## config.mk

```make
export PLATFORM = sky130hd
export DESIGN_NAME = timer
export DESIGN_NICKNAME = d
export VERILOG_FILES = /design/src/rtl/timer.sv
export SDC_FILE = /design/constraint.sdc
export NUM_CORES = 1
export LEC_CHECK = 0
export BUFFER_PORTS_ARGS = -buffer_cell sky130_fd_sc_hd__buf_2
export CORE_AREA = 4 4 79 155
export CTS_BUF_LIST = sky130_fd_sc_hd__clkbuf_2
export DETAILED_ROUTE_END_ITERATION = 8
export DIE_AREA = 0 0 83 159
export PLACE_DENSITY_LB_ADDON = 0.08
export SYNTH_ARGS = -nofsm -noshare
export SYNTH_HDL_FRONTEND = slang
export SYNTH_SLANG_ARGS = --single-unit
```

## constraint.sdc

```tcl
create_clock -name clk_i -period 2.4 [get_ports clk_i]
set_input_delay 0.36 -clock clk_i [delete_from_list [all_inputs] [get_ports clk_i]]
set_output_delay 0.36 -clock clk_i [all_outputs]
set_load 0.1 [all_outputs]
```

## src/rtl/timer.sv

```systemverilog
`default_nettype none
// +----------------------------------------------------------------------+
// | Module   : timer                                                     |
// | Desc     : Memory-mapped 32-bit timer/compare peripheral with        |
// |            programmable prescaler, free-running or one-shot mode     |
// |            and a level interrupt on counter/compare match.           |
// | Revision : 1.0 - initial release                                     |
// +----------------------------------------------------------------------+
module timer #(
  parameter int unsigned PRESC_W = 8
) (
  input  logic        clk_i,
  input  logic        rst_ni,
  input  logic [31:0] addr_i,
  input  logic        cs_i,
  input  logic        we_i,
  input  logic [1:0]  hb_i,
  input  logic [31:0] wdata_i,
  output logic [31:0] rdata_o,
  output logic        irq_o
);

  localparam logic [1:0] C_REG_CTRL   = 2'd0;
  localparam logic [1:0] C_REG_COUNT  = 2'd1;
  localparam logic [1:0] C_REG_CMP    = 2'd2;
  localparam logic [1:0] C_REG_STATUS = 2'd3;
  localparam logic [1:0] C_HB_WORD    = 2'b00;

  // Register state
  logic               en_q, en_d;
  logic               ar_q, ar_d;
  logic               ie_q, ie_d;
  logic [PRESC_W-1:0] presc_q, presc_d;
  logic [PRESC_W-1:0] pcnt_q, pcnt_d;
  logic [31:0]        count_q, count_d;
  logic [31:0]        cmp_q, cmp_d;
  logic               match_q, match_d;

  // Decode and event wires
  logic        w_wr;
  logic        w_wr_ctrl;
  logic        w_wr_count;
  logic        w_wr_cmp;
  logic        w_wr_status;
  logic        w_tick;
  logic        w_hit;
  logic [31:0] w_ctrl_rd;

  // Only address bits [3:2] select a register
  logic unused_addr;
  assign unused_addr = ^{addr_i[31:4], addr_i[1:0]};

  // Only full-word writes update registers; sub-word writes are dropped
  assign w_wr        = cs_i & we_i & (hb_i == C_HB_WORD);
  assign w_wr_ctrl   = w_wr & (addr_i[3:2] == C_REG_CTRL);
  assign w_wr_count  = w_wr & (addr_i[3:2] == C_REG_COUNT);
  assign w_wr_cmp    = w_wr & (addr_i[3:2] == C_REG_CMP);
  assign w_wr_status = w_wr & (addr_i[3:2] == C_REG_STATUS);

  // Tick every PRESCALE+1 enabled cycles; a match is a tick with COUNT==CMP
  assign w_tick = en_q & (pcnt_q == presc_q);
  assign w_hit  = w_tick & (count_q == cmp_q);

  // Next-state logic: bus writes take priority over counting side effects,
  // except a new match, which beats a simultaneous MATCH clear
  always_comb begin
    en_d    = en_q;
    ar_d    = ar_q;
    ie_d    = ie_q;
    presc_d = presc_q;
    pcnt_d  = pcnt_q;
    count_d = count_q;
    cmp_d   = cmp_q;
    match_d = match_q;

    // Prescaler: held at zero while disabled, restarted by any CTRL write
    if (w_wr_ctrl || !en_q || w_tick) begin
      pcnt_d = '0;
    end else begin
      pcnt_d = pcnt_q + PRESC_W'(1);
    end

    // Counter: compare uses current COUNT/CMP; a COUNT write overrides
    if (w_tick) begin
      if (w_hit) begin
        if (ar_q) begin
          count_d = 32'h0;
        end else begin
          en_d = 1'b0;
        end
      end else begin
        count_d = count_q + 32'd1;
      end
    end
    if (w_wr_count) begin
      count_d = wdata_i;
    end

    if (w_wr_ctrl) begin
      en_d    = wdata_i[0];
      ar_d    = wdata_i[1];
      ie_d    = wdata_i[2];
      presc_d = wdata_i[8 +: PRESC_W];
    end

    if (w_wr_cmp) begin
      cmp_d = wdata_i;
    end

    // MATCH is write-one-to-clear; set has priority
    if (w_hit) begin
      match_d = 1'b1;
    end else if (w_wr_status && wdata_i[0]) begin
      match_d = 1'b0;
    end
  end

  // State registers with asynchronous active-low reset
  always_ff @(posedge clk_i or negedge rst_ni) begin
    if (!rst_ni) begin
      en_q    <= 1'b0;
      ar_q    <= 1'b0;
      ie_q    <= 1'b0;
      presc_q <= '0;
      pcnt_q  <= '0;
      count_q <= 32'h0;
      cmp_q   <= 32'hFFFF_FFFF;
      match_q <= 1'b0;
    end else begin
      en_q    <= en_d;
      ar_q    <= ar_d;
      ie_q    <= ie_d;
      presc_q <= presc_d;
      pcnt_q  <= pcnt_d;
      count_q <= count_d;
      cmp_q   <= cmp_d;
      match_q <= match_d;
    end
  end

  // CTRL read image; undefined bits read as zero
  always_comb begin
    w_ctrl_rd               = 32'h0;
    w_ctrl_rd[0]            = en_q;
    w_ctrl_rd[1]            = ar_q;
    w_ctrl_rd[2]            = ie_q;
    w_ctrl_rd[8 +: PRESC_W] = presc_q;
  end

  // Combinational read mux, zero when not selected
  always_comb begin
    rdata_o = 32'h0;
    if (cs_i) begin
      case (addr_i[3:2])
        C_REG_CTRL:   rdata_o = w_ctrl_rd;
        C_REG_COUNT:  rdata_o = count_q;
        C_REG_CMP:    rdata_o = cmp_q;
        C_REG_STATUS: rdata_o = {31'h0, match_q};
        default:      rdata_o = 32'h0;
      endcase
    end
  end

  assign irq_o = match_q & ie_q;

endmodule
`default_nettype wire
```

-- Word-level counts from Yosys, hierarchy flattened
Index checks and enable logic that the tools add are counted.
- add/sub/neg operators: 2
- eq/ne operators: 7
- multiplexer cells: 13
- bitwise logic cells: 9
- reduce and logical (&&, ||, !) cells: 12
- operators with widths (cell ; count):
    $mux 32 ; 5
    $pmux 32 s4 ; 1
    $add 32x1->32 const B ; 1
    $eq 32x32->1 ; 1
    $and 1x1->1 ; 9
    $add 8x1->8 const B ; 1
    $eq 8x8->1 ; 1
    $mux 8 ; 1
    $reduce_bool 2->1 ; 4
    $mux 1 ; 6
    $eq 2x2->1 const B ; 2
    $logic_not 2->1 ; 2
    $ne 3x3->1 const B ; 1
    $reduce_and 3->1 ; 1
    $eq 2x1->1 const B ; 1
    $logic_or 1x1->1 ; 2
    $ne 2x1->1 const B ; 1
    $reduce_and 2->1 ; 1
    $logic_and 1x1->1 ; 1
    $logic_not 1->1 ; 1
- register bits after elaboration: 84
- bits of input ports: 70
- output and inout bits: 33
- word-level logic and storage cells: 51

-- Logic depth before layout (Yosys ltp)
Gate-level depths: netlist of the first run.
- word-level depth: 6
- mapped depth: 10
- depth with buffers taken out: 7

-- Worst setup path after synthesis of the first run
OpenSTA, ideal clock, no wires.
- kind: input to output
- start: input port addr_i[2]
- end: output port rdata_o[18]
- arrival: 2.807 ns
- data required time: 2.040 ns
- path slack: -0.767 ns
- stages: 6
- buffers on the path: 3
- path through: clkbuf_1 > nor2b_4 > clkbuf_1 > buf_1 > a22oi_1 > nor2b_1
- longest elaborated chain between the ends: 3
- elaborated cells between the ends (all ways): 6
- classes of those cells: eq/ne (3); mux (2); reduce/logical (1)
- RTL lines (what ; line ; source):
    start, declared ; 14 ; input logic [31:0] addr_i,
    $eq 2x2->1, or another cell as far along ; 154 ; case (addr_i[3:2])
    $pmux 32 s4 (*) ; 154 ;
    $mux 32 (*) ; 153 ; if (cs_i) begin
    end, declared ; 19 ; output logic [31:0] rdata_o,
Mark *: on every way between the ends. The rest lies on a longest branch, timed or not.

-- Worst setup path in the final report of the first run
- start: register count_q[0]
- end: output port rdata_o[0]
- longest elaborated chain between the ends: 2
- RTL lines (what ; line ; source):
    start, declared ; 35 ; logic [31:0] count_q, count_d;
    start signal, assigned ; 135 ; count_q <= count_d;
    $pmux 32 s4 ; 154 ;
    $mux 32 ; 153 ;
Every way passes these cells.

==> reports/qor.txt, run 1 <==
synthesized net count -> 657
ys flop type -> dfrtp_1
worst hold slack -> 0.0338 ns
Cell Pwr Density -> 667 mW/mm^2
DR iter-0 viols -> 264
IO Port Bufs -> 72
Pint -> 2.99 mW
delay-heaviest family, CP -> multiplexers
Critical Path RT -> 2.04 ns
largest net degree at the start of global routing -> 37
core area -> 0.0109 mm^2
Final Hold Fails -> 0
total gr overflow -> 0
met2 wire len -> 9.59 mm
Worst path slowest cell -> mux4_2
setup TNS -> 0 ns
Post-DP HPWL -> 12.5 mm
DR WL/cell -> 20.2 um
first-pass GRT wire length -> 27.5 mm
Starting Density -> 49.5%
Cells after Synth -> 585
via count -> 4983
Total Routed Length -> 17.1 mm
critical path type -> reg -> out
area occupied by multi-input gates -> 0.00323 mm^2
Synth top area share -> 24.0%
top sig layer -> met4
critical path peak fanout -> 3
worst vdd ir -> 502 uV
asr flop ratio synth -> 100%
WP data arrival -> 1.99 ns
max-slew violation count -> 0
Worst Hold Class -> in -> reg
share of post-route cells with drive strength above 1 -> 38.9%
CTS root buf -> clkbuf_2
filler cell count -> 914
Max Freq -> 426 MHz
Final GP Congestion -> 0.920
Netlist cell types -> 58
DP Area -> 0.00685 mm^2
most instantiated cells after synthesis -> 55 x nand2_1, 52 x dfrtp_1, 45 x xnor2_1
Sequential Area -> 0.00214 mm^2
Layout area overhead -> 34.9%
final worst-path cycle share -> 97.9%
initial antenna violation count -> 0
FF+latch count, synth -> 84
vias in the first global route -> 5301
worst r2r dst -> en_q$_DFFE_PN0P_
Skew-Pair Late Insertion Delay -> 0.59 ns
synth warn -> 0
die width -> 83 um
relative slew slack -> 60.2%
# setup viols final -> 0
Clock Skew -> 0.0308 ns
io pins -> 103
Worst-path clk slew -> 0.21 ns
crit path capture type -> output pin
Final WS setup -> 0.0512 ns
r2r setup slk -> 0.10 ns
clock sinks -> 84
WP buf/inv -> 2
Critical Path, Cell by Cell -> buf_6 > mux4_2 > and2_4 > buf_12
status -> finished, final reports clean
RSZ-0062 raised after global routing -> yes
final cell count without fillers -> 844
Netlist Area Pre-Place -> 0.00542 mm^2
worst reg2reg path depth -> 8
count leader, synth -> nand2_1
fin area -> 0.00731 mm^2
Comb pwr share -> 40.6%
CTS Buffer Depth -> 2
Net Sw Frac -> 38.7%
# DRC -> 0
Reg power frac -> 42.0%
antenna-violating nets left -> 0
synth top area cells -> dfrtp_1 24%, dfstp_2 16%, mux2_2 8.5%
Tmin final -> 2.35 ns
Worst Hold End -> count_q[26]$_DFFE_PN0P_
clock share of power -> 17.4%
Met1 Wirelength -> 6.05 mm
Num CTS Buffers -> 9
Worst-Margin Slew -> 0.597 ns
Initial DRT Pass Iterations -> 5
die area -> 0.0132 mm^2
Worst Hold Launch -> wdata_i[26]
Die Span Y -> 159 um
Rows -> 54
DP Worst Slack -> -0.0530 ns
NumNets Final -> 771
ant diodes -> 0
htree depth -> 3
hold path depth -> 3
register area share after synthesis -> 39.5%
CTS tree -> done
EDFF count, synth -> 0
crit path launch type -> flip-flop
Total GRT Usage -> 26.1%
Max-Cap Viols -> 0
Placed Instances -> 804
NetSw -> 1.89 mW
reg-to-reg startpoint -> cmp_q[4]$_DFFE_PN1P_
leak pwr -> 3.01 nW
vias per inst -> 5.90
area leader, netlist -> dfrtp_1
Syn Area/Cell -> 9.27 um^2
DR WL met3 -> 774 um
CP peak stage delay -> 0.49 ns
layout make-up:
class	count	share of cell area, %
Tap cell	140	2.39
Inverter	13	0.667
Clock inverter	5	1.06
Timing Repair Buffer	152	21.7
Sequential cell	84	29.3
Multi-Input combinational cell	439	44.1
Clock buffer	11	0.753
placed cells by master, fill, tap and decap left out, types with 11 or more instances in the layout:
master,n
clkbuf_2,11
dfstp_2,32
nand3_1,24
dfrtp_1,52
buf_4,50
buf_12,38
nand2_1,55
inv_1,13
a22oi_1,30
nand4_1,21
dlygate4sd3_1,21
xnor2_1,43
mux2_2,41
nor2_1,35
o21ai_0,21
nor3_1,12
o21ai_1,15
buf_2,39
nor2b_4,17
cells by family after synthesis:
family          count (synthesis)  synth area share [%]
simple gates                  219                  21.5
compound gates                118                  15.1
flops                          84                  39.5
buf+inv                        62                  4.92
mux                            52                  10.8
xor+xnor                       48                  7.75
fa+ha+maj                       2                 0.462
flip-flops by register name (all words and copies together) (netlist names):
name     flops
cmp_q       32
count_q     32
pcnt_q       8
presc_q      8
ar_q         1
en_q         1
ie_q         1
match_q      1
metrics by stage:
| step | total power [mW] | util, % |
|---|---|---|
| 6_report | 4.88 | 66.8 |
| 5_1_grt | 5.13 | 66.8 |
| 4_1_cts | 4.87 | 65.9 |
| 3_5_place_dp | 3.97 | 62.6 |
| 3_3_place_gp | 3.91 | 62.6 |
| 2_1_floorplan | 3.23 | - |
metal layers:
metal	up-vias	track usage [%]
met4	0	14.2
met2	180	48.1
met3	46	4.40
met1	2434	27.5
li1	2323	-
met5	-	0
power by group through the flow:
| stage | logic, mW | clock network, mW | registers [mW] |
|---|---|---|---|
| after floorplan | 1.25 | 0 | 1.98 |
| after global placement | 1.86 | 0 | 2.05 |
| after detailed placement | 1.90 | 0 | 2.07 |
| after CTS | 1.97 | 0.867 | 2.04 |
| after global routing | 2.11 | 0.924 | 2.09 |
| final | 1.98 | 0.851 | 2.05 |
tightest hold or removal path: cells and delay by family:
kind	cells	cell delay, ns
AOI/OAI and AO/OA	1	0.07
and+or+nand+nor	1	0.05
buffers and inverters	1	0.10
what timing repair did:
action | CTS | global route
resized for setup | 7 | 13
setup buffers | 2 | 2
hold endpoints to repair | 37 | 4
hold buffers | 18 | 3
pin swaps | 3 | 5
setup endpoints to repair | 21 | 13
gates cloned | 0 | 0
worst max-delay path by stage:
stage,cells past startpoint,from,slack [ns],end
after floorplan,6,addr_i[2],-0.25,rdata_o[18]
after global placement,9,cmp_q[4]$_DFFE_PN1P_,-0.0003,en_q$_DFFE_PN0P_
after detailed placement,9,cmp_q[4]$_DFFE_PN1P_,-0.05,en_q$_DFFE_PN0P_
after CTS,4,count_q[0]$_DFFE_PN0P_,0.02,rdata_o[0]
after global routing,4,count_q[0]$_DFFE_PN0P_,-0.04,rdata_o[0]
final,4,count_q[0]$_DFFE_PN0P_,0.05,rdata_o[0]
No activity file was read; power rests on OpenSTA's default activity.
==> inputs of run 2 (changes only) <==
--- a/config.mk
+++ b/config.mk
@@ -10,6 +10,7 @@
 export CTS_BUF_LIST = sky130_fd_sc_hd__clkbuf_2
 export DETAILED_ROUTE_END_ITERATION = 8
 export DIE_AREA = 0 0 83 159
+export MAX_ROUTING_LAYER = met4
 export PLACE_DENSITY_LB_ADDON = 0.08
 export SYNTH_ARGS = -nofsm -noshare
 export SYNTH_HDL_FRONTEND = slang
==> run 2 against run 1 <==
Clock skew up 0.023 ns. Setup slack worse by 0.0062 ns. Sequential power about the same. Highest routed layer unchanged. Largest cell class unchanged. Count of clock-buffer cells in the layout unchanged.
==> reports/qor.txt, run 2 (synthesis results as in run 1) <==
top flop regs -> cmp_q: 32 flops, count_q: 32 flops
total gr overflow -> 0
Comb pwr share -> 41.1%
via count -> 4924
total power -> 4.74 mW
worst vdd ir -> 484 uV
Die Span Y -> 159 um
largest net degree at the start of global routing -> 39
io pins -> 103
Worst-Margin Slew -> 0.632 ns
DR WL/cell -> 20.4 um
CTS root buf -> clkbuf_2
Reg power frac -> 43.0%
Num CTS Buffers -> 9
Initial DRT Pass Iterations -> 5
first-pass GRT wire length -> 27.1 mm
Clock Skew -> 0.0536 ns
Pint -> 2.86 mW
# DRC -> 0
status -> finished, final reports clean
CTS Buffer Depth -> 2
Total GRT Usage -> 26.7%
Max Freq -> 425 MHz
Net Sw Frac -> 39.7%
Total Routed Length -> 17.0 mm
vias in the first global route -> 5150
share of post-route cells with drive strength above 1 -> 39.2%
relative slew slack -> 57.9%
vias per inst -> 5.92
Max-Cap Viols -> 0
Cell Pwr Density -> 667 mW/mm^2
max-slew violation count -> 0
die area -> 0.0132 mm^2
antenna-violating nets left -> 0
Worst Hold Class -> in -> reg
commonest non-fill, non-tap cell in the layout -> nand2_1
Final Hold Fails -> 0
critical path peak fanout -> 6
Rows -> 54
NetSw -> 1.88 mW
NumNets Final -> 758
Skew-Pair Late Insertion Delay -> 0.59 ns
Worst-path clk slew -> 0.27 ns
initial antenna violation count -> 1
crit path capture type -> flip-flop
# setup viols final -> 0
Post-DP HPWL -> 12.5 mm
Final GP Congestion -> 0.909
CTS tree -> done
filler cell count -> 938
Starting Density -> 49.5%
DP Worst Slack -> -0.0588 ns
clock share of power -> 15.9%
Critical Path RT -> 2.85 ns
leak pwr -> 2.90 nW
DR iter-0 viols -> 387
WP data arrival -> 2.81 ns
commonest non-fill, non-tap cells in the layout -> 55 x nand2_1, 53 x buf_4, 52 x dfrtp_1, 44 x xnor2_1, 41 x mux2_2
IO Port Bufs -> 72
clock sinks -> 84
Tmin final -> 2.36 ns
Final WS setup -> 0.0450 ns
core area -> 0.0109 mm^2
Layout area overhead -> 31.2%
final worst-path cycle share -> 98.1%
die width -> 83 um
htree depth -> 3
crit path launch type -> flip-flop
critical path type -> reg -> reg
-- run 2: worst max-delay path, cell delays in order, from the launching register on --
cell	delay, ns
dfstp_2	0.65
xnor2_4	0.15
nand4_1	0.23
nor4_4	0.35
buf_4	0.18
nand2_2	0.08
o31ai_4	0.29
buf_6	0.17
o211ai_1	0.10
-- run 2: final timing paths --
path / start / end / slack, ns / cells after the start
worst max-delay path: cmp_q[4]$_DFFE_PN1P_ / count_q[7]$_DFFE_PN0P_ / 0.04 / 8
worst min-delay path: wdata_i[4] / cmp_q[4]$_DFFE_PN1P_ / 0.00002 / 2
worst max register to register: cmp_q[4]$_DFFE_PN1P_ / count_q[7]$_DFFE_PN0P_ / 0.04 / 8
worst min register to register: cmp_q[0]$_DFFE_PN1P_ / cmp_q[0]$_DFFE_PN1P_ / 0.52 / 2
max in group asynchronous: rst_ni / cmp_q[15]$_DFFE_PN1P_ / 1.41 / 3
min in group asynchronous: rst_ni / count_q[23]$_DFFE_PN0P_ / 0.28 / 2
-- run 2: layout make-up --
| cell class | count | area (um^2) | area share, % |
|---|---|---|---|
| diodes | 1 | 2.50 | 0.0352 |
| clock buffers | 11 | 55.1 | 0.774 |
| clock inverters | 5 | 53.8 | 0.757 |
| inverters | 13 | 48.8 | 0.686 |
| multi-input cells | 439 | 3200 | 45.0 |
| flip-flops and latches | 84 | 2140 | 30.1 |
| well taps | 140 | 175 | 2.46 |
| repair buffers | 139 | 1440 | 20.2 |
-- run 2: what timing repair did --
item / 4_1_cts / 5_1_grt
setup buffers: 2 / 2
hold buffers: 5 / 2
pin swaps: 1 / 5
hold endpoints to repair: 26 / 2
endpoints found under the setup margin: 22 / 29
resized for setup: 3 / 7
-- run 2: power groups by stage --
| stage | logic (mW) | registers (mW) | clock network [mW] |
|---|---|---|---|
| 3_3_place_gp | 1.87 | 2.05 | 0 |
| 2_1_floorplan | 1.25 | 1.98 | 0 |
| 6_report | 1.95 | 2.04 | 0.753 |
| 4_1_cts | 1.95 | 2.03 | 0.761 |
| 3_5_place_dp | 1.90 | 2.07 | 0 |
| 5_1_grt | 2.08 | 2.08 | 0.820 |
-- run 2: routing by layer --
metal  routed length [um]  up-vias  share of wire [%]  track usage, %
met3                  535       69                3.1            3.31
met5                    0        -                  0               -
met1                 6320     2417                 37            27.9
met4                  942        0                5.5            15.1
li1                     -     2292                  -               -
met2                 9190      146                 54            47.4
-- run 2: through the flow --
| step | util [%] | TNS [ns] | cell area, um^2 | hold WS [ns] | std cells |
|---|---|---|---|---|---|
| floorplan | - | -0.250 | 5570 | 0.0644 | 585 |
| global placement | 62.7 | -0.0788 | 6860 | 0.364 | 805 |
| detailed placement | 62.7 | -0.303 | 6860 | 0.372 | 805 |
| global route | 65.0 | -0.00765 | 7110 | -0.00148 | 832 |
| CTS | 64.4 | 0 | 7050 | 0.00442 | 828 |
| finish | 65.0 | 0 | 7110 | 0.0000249 | 832 |
